--- src/rtl/parity_check_buffer.sv ---
// parity_check_buffer: registered parity checker feeding a small
// first-word-fall-through FIFO. Each accepted beat is stored with its
// parity verdict; a saturating counter tallies bad beats.
// Optional build macro: PARITY_DROP_BAD_EN. When defined, bad beats are
// still handshaken and counted but are not written into the buffer.
module parity_check_buffer #(
   parameter int DATA_W     = 8,
   parameter int DEPTH      = 2,
   parameter int PARITY_ODD = 0,
   parameter int CNT_W      = 8
) (
   input  logic              CLK,
   input  logic              RST,
   input  logic              IN_VALID,
   output logic              IN_READY,
   input  logic [DATA_W-1:0] DATA_IN,
   input  logic              PARITY_CHECK_BIT,
   output logic              OUT_VALID,
   input  logic              OUT_READY,
   output logic [DATA_W-1:0] DATA_OUT,
   output logic              DATA_VALID,
   output logic              REG_FULL,
   output logic [CNT_W-1:0]  ERR_COUNT,
   input  logic              CLR_ERR
);

   localparam int          AW     = (DEPTH > 1) ? $clog2(DEPTH) : 1;
   localparam logic [AW:0] C_FULL = (AW+1)'(DEPTH);
   localparam logic        C_ODD  = (PARITY_ODD != 0);

   logic [DATA_W-1:0] r_data [DEPTH];
   logic [DEPTH-1:0]  r_vld;
   logic [AW-1:0]     r_wptr;
   logic [AW-1:0]     r_rptr;
   logic [AW:0]       r_count;
   logic [CNT_W-1:0]  r_err;

   logic w_full;
   logic w_push;
   logic w_pop;
   logic w_good;
   logic w_write;

   assign w_full = (r_count == C_FULL);
   assign w_push = IN_VALID && !w_full;
   assign w_pop  = OUT_VALID && OUT_READY;
   assign w_good = ~(^DATA_IN ^ PARITY_CHECK_BIT ^ C_ODD);

`ifdef PARITY_DROP_BAD_EN
   // Bad beats complete the handshake but never occupy a slot.
   assign w_write = w_push && w_good;
`else
   assign w_write = w_push;
`endif

   assign IN_READY   = !w_full;
   assign REG_FULL   = w_full;
   assign OUT_VALID  = (r_count != '0);
   assign DATA_OUT   = r_data[r_rptr];
   assign DATA_VALID = r_vld[r_rptr];
   assign ERR_COUNT  = r_err;

   // Buffer storage, pointers and occupancy; storage is cleared so outputs are never X.
   always_ff @(posedge CLK) begin
      if (RST) begin
         for (int unsigned i = 0; i < DEPTH; i++) begin
            r_data[i] <= '0;
         end
         r_vld   <= '0;
         r_wptr  <= '0;
         r_rptr  <= '0;
         r_count <= '0;
      end else begin
         if (w_write) begin
            r_data[r_wptr] <= DATA_IN;
            r_vld[r_wptr]  <= w_good;
            r_wptr         <= r_wptr + 1'b1;
         end
         if (w_pop) begin
            r_rptr <= r_rptr + 1'b1;
         end
         case ({w_write, w_pop})
            2'b10:   r_count <= r_count + 1'b1;
            2'b01:   r_count <= r_count - 1'b1;
            default: r_count <= r_count;
         endcase
      end
   end

   // Saturating count of bad pushes; clear wins over a same-cycle increment.
   always_ff @(posedge CLK) begin
      if (RST || CLR_ERR) begin
         r_err <= '0;
      end else if (w_push && !w_good && (r_err != '1)) begin
         r_err <= r_err + 1'b1;
      end
   end

endmodule

--- config.mk ---
export PLATFORM = sky130hd
export DESIGN_NAME = parity_check_buffer
export DESIGN_NICKNAME = d
export VERILOG_FILES = /design/src/rtl/parity_check_buffer.sv
export SDC_FILE = /design/constraint.sdc
export NUM_CORES = 1
export LEC_CHECK = 0
export BUFFER_PORTS_ARGS = -buffer_cell sky130_fd_sc_hd__buf_2
export CAP_MARGIN = 20
export CORE_MARGIN = 2
export CORE_UTILIZATION = 48
export DETAILED_ROUTE_END_ITERATION = 7
export GPL_TIMING_DRIVEN = 0
export HOLD_SLACK_MARGIN = 0.03
export PLACE_DENSITY_LB_ADDON = 0.25
export SLEW_MARGIN = 5
export SYNTH_ARGS = -nofsm -noshare
export SYNTH_HDL_FRONTEND = slang
export SYNTH_SLANG_ARGS = --single-unit
export TNS_END_PERCENT = 100
--- constraint.sdc ---
create_clock -name CLK -period 1.7 [get_ports CLK]
set_clock_uncertainty 0.05 [all_clocks]
set_input_delay 0.17 -clock CLK [delete_from_list [all_inputs] [get_ports CLK]]
set_output_delay 0.17 -clock CLK [all_outputs]
set_load 0.005 [all_outputs]
==> results.md, run 1 <==
* Result of the run: complete, no violations
* Per-instance average area after synthesis at 10.8 um2
* Top_reg_cell synth: sky130_fd_sc_hd__edfxtp_1
* Count of antenna-violating nets left after detailed routing at 0
* Clock latency on the worst-skew pair at 0.32 ns
* Flops & latches, synth at 31
* Area share of the largest cell type after synthesis at 31.8%
* Power Total at 2.25 mW
* Count of final setup violators at 0
* Total via count after detailed routing at 1181
* Total standard cell area after synthesis at 0.00151 mm2
* P_leak at 0.767 nW
* Total Die Area at 0.00361 mm2
* Via-to-Cell Ratio at 5.18
* Pin slew with the least headroom to its limit at 0.521 ns
* Instance area after placement at 0.00174 mm2
* Vias in the first global route at 1086
* Total power per unit cell area at 1190 mW/mm2
* Cell at the slowest stage of the critical path: sky130_fd_sc_hd__or3_1
* DIE HEIGHT at 60.1 um
* DRC violation count after routing at 0
* Die outline width at 60.1 um
* Number of flops mapped to enable cells by yosys at 16
* Final worst path period need at 1.66 ns
* Max-slew violation count at 0
* DRT iter0 DRCs at 32
* Maximum single-stage delay on the critical path at 0.36 ns
* Crit. End Element: flop
* Fraction of layout instances using a drive strength above 1 at 43.5%
* Final weighted congestion in routability-driven placement at 0.761
* Floorplan row count at 20
* Required time at the worst-slack endpoint at 1.90 ns
* Critical path startpoint category: flop
* Area delta synth->final at 25.7%
* Aggregate routed wire length at 2950 um
* 1st-pass router iterations at 4
* Cell variety after synth at 32
* Final worst path period share at 97.4%
* Worst VDD drop at 0.000614 V
* Clock sinks at 31
* Cell-by-cell listing of the critical path: nand2b_4 -> and2_4 -> buf_6 -> inv_6 -> ha_4 -> xnor2_2 -> or3_1 -> a21oi_1
* Starting density of the core at 49.8%
* Hold-fix buffers at CTS at 0
* Wire per inst at 12.9 um
* Top cell family by delay on the critical path: simple AND/OR/NAND/NOR gates
* Max-capacitance violation count at 0
* Hold Vio Cnt, Final at 0
* Htree depth at 2
* Synth top area cells: sky130_fd_sc_hd__edfxtp_1 (32%), sky130_fd_sc_hd__dfxtp_1 (20%), sky130_fd_sc_hd__and2_1 (6.6%)
* Sequential share of the synthesized area at 51.7%
* Total Negative Setup Slacks at 0 ns
* Clock tree from TritonCTS: yes
* Final cell area excluding filler cells at 0.00190 mm2
* Nets in the synthesized netlist at 156
* Quantity of I/O buffers inserted on ports at 33
* Cell count after synthesis at 140
* Maximum root-to-sink buffer count at 2
* Standard cell core area at 0.00303 mm2
* Relative slew margins at 65.0%
* Buf/Inv on CP at 2
* Ports placed on the boundary at 34
* Worst Path Arrival at 1.86 ns
* Class of the most critical setup path: reg -> reg
* Remaining global-route overflow at 0
* Largest net degree at the start of global routing at 11
* Placed insts at 217
* Initial antenna violation count at 0
* # nets final at 199
* Total Routing Usage GR at 18.2%
* Number of warnings issued by yosys at 0
* Share of synthesized flip-flops with an asynchronous set or reset at 0%
* Global-route wire length before repair at 4720 um
* Post-DP HPWL at 2040 um
* Post-route insts no fill at 228
* Cell at the root of the clock tree: sky130_fd_sc_hd__clkbuf_4
* Setup repair after global routing missed its margin: true
* Clock transition at the registers of the reported paths at 0.10 ns
* Cell type with the largest total area after synthesis: sky130_fd_sc_hd__edfxtp_1
* Antenna diode count at 0
* Critical Path Fanout Max at 5
* Highest achievable clock rate at 0.604 GHz
* Cts bufs inserted at 5
* Commonest cells in the synthesized netlist: sky130_fd_sc_hd__and2_1 (16), sky130_fd_sc_hd__edfxtp_1 (16), sky130_fd_sc_hd__dfxtp_1 (15)
* Hold/Removal Path Class: in -> reg
metal layers:
layer  GRT usage [%]  part of all wire [%]  vias to the layer above
met5               0                     0                        -
met3            5.19                   6.3                        7
met1            22.0                    45                      558
met2            28.9                    47                       37
met4            10.5                   1.8                        0
li1                -                     -                      579
logic make-up (layout without fill, tap and decap cells):
kind of cell    after synthesis  in the layout  share of synthesized area, %
simple gates                 55             55                          20.6
flops                        31             31                          51.7
fa+ha+maj                     2              2                          1.66
xor+xnor                     11             11                          7.88
buf+inv                      10             54                          3.23
compound gates               22             22                          8.29
mux                           9              9                          6.63
per-stage QoR:
| stage | worst slack (ns) | util [%] | hold slack (ns) |
|---|---|---|---|
| global route | -0.0263 | 62.6 | 0.103 |
| global placement | -0.341 | 57.5 | 0.413 |
| floorplan | 0.00238 | - | 0.318 |
| CTS | 0.0113 | 60.5 | 0.0827 |
| detailed placement | -0.390 | 57.5 | 0.426 |
| finish | 0.0447 | 62.6 | 0.0966 |
flip-flops by register name, indices dropped and copies added, names as in the netlist, named ones only:
name / count
r_vld: 2
ERR_COUNT: 8
r_rptr: 1
r_wptr: 1
r_count: 2
r_data: 16
final cells by class:
type	count	area (um2)
fillers	258	1130
flip-flops and latches	31	788
multi-input cells	99	751
repair buffers	37	195
well taps	44	55.1
clock buffers	6	41.3
plain buffers	4	33.8
inverters	5	23.8
clock inverters	2	8.76
report_power, final:
| group | switching [mW] | total (mW) | internal (mW) |
|---|---|---|---|
| clock | 0.248 | 0.403 | 0.155 |
| combinational | 0.356 | 0.815 | 0.459 |
| sequential | 0.0945 | 1.03 | 0.937 |
path summary, 6_finish.rpt:
check        cells past startpoint                    endpoint  slack [ns]                      start
max                              8     r_count[1]$_SDFFE_PP0P_        0.04    r_count[0]$_SDFFE_PP0P_
min                              2  r_data[0][0]$_SDFFCE_PN0P_         0.1                 DATA_IN[0]
max reg2reg                      8     r_count[1]$_SDFFE_PP0P_        0.04    r_count[0]$_SDFFE_PP0P_
min reg2reg                      2   ERR_COUNT[6]$_SDFFE_PP0P_        0.44  ERR_COUNT[6]$_SDFFE_PP0P_
placed cells by master, fill, tap and decap left out, drive strengths merged, types with 2 or more instances in the layout:
master	count
or2	2
xnor2	9
ha	2
or3	6
nor3	2
a21oi	7
inv	5
and2	18
buf	39
mux2	8
nand2	10
clkinv	2
nor3b	2
nor2	5
edfxtp	16
o31ai	3
dfxtp	15
nand3	6
clkbuf	8
o21ai	9
or4	2
timing repair:
| action | in CTS | in global routing |
|---|---|---|
| setup buffers | 1 | 3 |
| gates cloned | 0 | 0 |
| pin swaps | 0 | 4 |
| resized for setup | 9 | 13 |
| endpoints found under the setup margin | 37 | 32 |
(Power assumes the default switching activity.)
==> run 2: changes to the inputs <==
Settings changed: REMOVE_ABC_BUFFERS set to 1.
==> run 2 against run 1 <==
  * Sequential power is essentially flat
  * Die area is the same
  * Fmax grew 0.19%
  * Critical endpoint unchanged
  * Largest cell class unchanged
==> results.md, run 2 (synthesis gave the netlist of run 1 again) <==
* Fraction of power consumed by the clock network at 18.0%
* Met2 routed wirelength at 1440 um
* DRT iter0 DRCs at 20
* Post-DP HPWL at 2000 um
* P_leak at 0.752 nW
* Internal Pwr Total at 1.55 mW
* Pin slew with the least headroom to its limit at 0.531 ns
* Clock sinks at 31
* Required time at the worst-slack endpoint at 1.90 ns
* Net switching share of the total power at 30.8%
* Vias in the first global route at 1065
* Floorplan row count at 20
* Total power per unit cell area at 1200 mW/mm2
* Part of the total power dissipated in combinational logic at 35.7%
* Metal-1 WL at 1250 um
* Final setup margin at 0.0480 ns
* Clock transition at the registers of the reported paths at 0.08 ns
* Max-slew violation count at 0
* Total Die Area at 0.00361 mm2
* Ports placed on the boundary at 34
* Highest-count cells in the layout ignoring fill and taps: sky130_fd_sc_hd__buf_2 (33), sky130_fd_sc_hd__edfxtp_1 (16), sky130_fd_sc_hd__and2_1 (14), sky130_fd_sc_hd__dfxtp_1 (12), sky130_fd_sc_hd__nand2_1 (10)
* Hold/Removal Path Class: in -> reg
* Relative slew margins at 64.4%
* Largest net degree at the start of global routing at 18
* Final cell area excluding filler cells at 0.00187 mm2
* R2R setup slack at 0.05 ns
* Power Total at 2.25 mW
* Sequential share of power at 46.4%
* Cts bufs inserted at 5
* Cell at the root of the clock tree: sky130_fd_sc_hd__clkbuf_4
* Register bank with the most flops: r_data
* Switching Power at 692 uW
* Total Routing Usage GR at 17.1%
* Clock tree from TritonCTS: yes
* Wire per inst at 12.8 um
* Remaining global-route overflow at 0
* # nets final at 194
* Clock latency on the worst-skew pair at 0.33 ns
* Final weighted congestion in routability-driven placement at 0.727
* Total via count after detailed routing at 1145
* Most common cell after layout, fill and taps aside: sky130_fd_sc_hd__buf_2
* Initial antenna violation count at 0
* Via-to-Cell Ratio at 5.13
* Final worst path period share at 97.2%
* Count of final setup violators at 0
* Highest achievable clock rate at 0.605 GHz
* Pre-CTS setup slack at -0.395 ns
* Met3 routed wirelength at 138 um
* DIE HEIGHT at 60.1 um
* Critical Path Fanout Max at 4
* Result of the run: complete, no violations
* Hold-fix buffers at CTS at 0
* Count of antenna-violating nets left after detailed routing at 0
* Final worst path period need at 1.65 ns
* Fillers at 258
* Starting density of the core at 49.8%
* Die outline width at 60.1 um
* Critical path startpoint category: flop
* Instance area after placement at 0.00170 mm2
* Global-route wire length before repair at 4450 um
* DRC violation count after routing at 0
* Class of the most critical setup path: reg -> reg
* Worst Path Arrival at 1.85 ns
* Maximum root-to-sink buffer count at 2
* Area delta synth->final at 24.2%
* Standard cell core area at 0.00303 mm2
* Antenna diode count at 0
* 1st-pass router iterations at 4
* Top Layer Used: met4
* Max FFs per register at 16
* Max-capacitance violation count at 0
* Htree depth at 2
* Hold Vio Cnt, Final at 0
* Crit. End Element: flop
* Fraction of layout instances using a drive strength above 1 at 42.5%
* Aggregate routed wire length at 2860 um
* Quantity of I/O buffers inserted on ports at 33
* Total Negative Setup Slacks at 0 ns
* Worst VDD drop at 0.000635 V
## run 2: worst paths after layout
kind	start	endpoint	cells after the start
setup reg to reg	r_count[1]$_SDFFE_PP0P_	r_count[1]$_SDFFE_PP0P_	6
hold / removal	RST	r_count[1]$_SDFFE_PP0P_	2
setup / recovery	r_count[1]$_SDFFE_PP0P_	r_count[1]$_SDFFE_PP0P_	6
hold reg to reg	r_vld[0]$_SDFFE_PP0P_	r_vld[0]$_SDFFE_PP0P_	2
## run 2: worst max-delay path, cell delays in order (launching register included)
cell and delay, ns:
sky130_fd_sc_hd__dfxtp_4 0.37, sky130_fd_sc_hd__or2_4 0.25, sky130_fd_sc_hd__and2_4 0.17, sky130_fd_sc_hd__ha_4 0.15, sky130_fd_sc_hd__xnor2_1 0.12, sky130_fd_sc_hd__or3_1 0.36, sky130_fd_sc_hd__a21oi_2 0.12
## run 2: power groups by stage
stage | sequential, mW | combinational, mW | clock (mW)
floorplan | 1.01 | 0.424 | 0
global placement | 1.02 | 0.598 | 0
detailed placement | 1.04 | 0.624 | 0
CTS | 1.02 | 0.663 | 0.413
global route | 1.06 | 0.888 | 0.447
finish | 1.04 | 0.801 | 0.404
## run 2: stage by stage
step	cells	util, %	hold WS, ns
CTS	220	58.9	0.0896
global placement	212	56.1	0.415
global route	223	61.9	0.0899
finish	223	61.9	0.0963
detailed placement	212	56.1	0.419
floorplan	135	-	0.189
## run 2: area by class of cell
type	count	area, um2	area share, %
Sequential cell	31	790	42.1
Multi-Input combinational cell	99	761	40.6
Tap cell	44	55.1	2.94
Clock buffer	7	45.0	2.40
Clock inverter	1	5.00	0.267
Inverter	5	18.8	1.00
Timing Repair Buffer	36	200	10.7
## run 2: timing repair
item	4_1_cts	5_1_grt
buffers inserted	0	3
cloned	0	0
pin swaps	0	5
setup endpoints to repair	31	28
gates resized for setup	9	13
## run 2: layer usage
layer,GRT usage [%],vias to the layer above
met5,0,-
met4,7.62,0
met3,6.06,4
met2,29.5,25
met1,18.8,547
li1,-,569
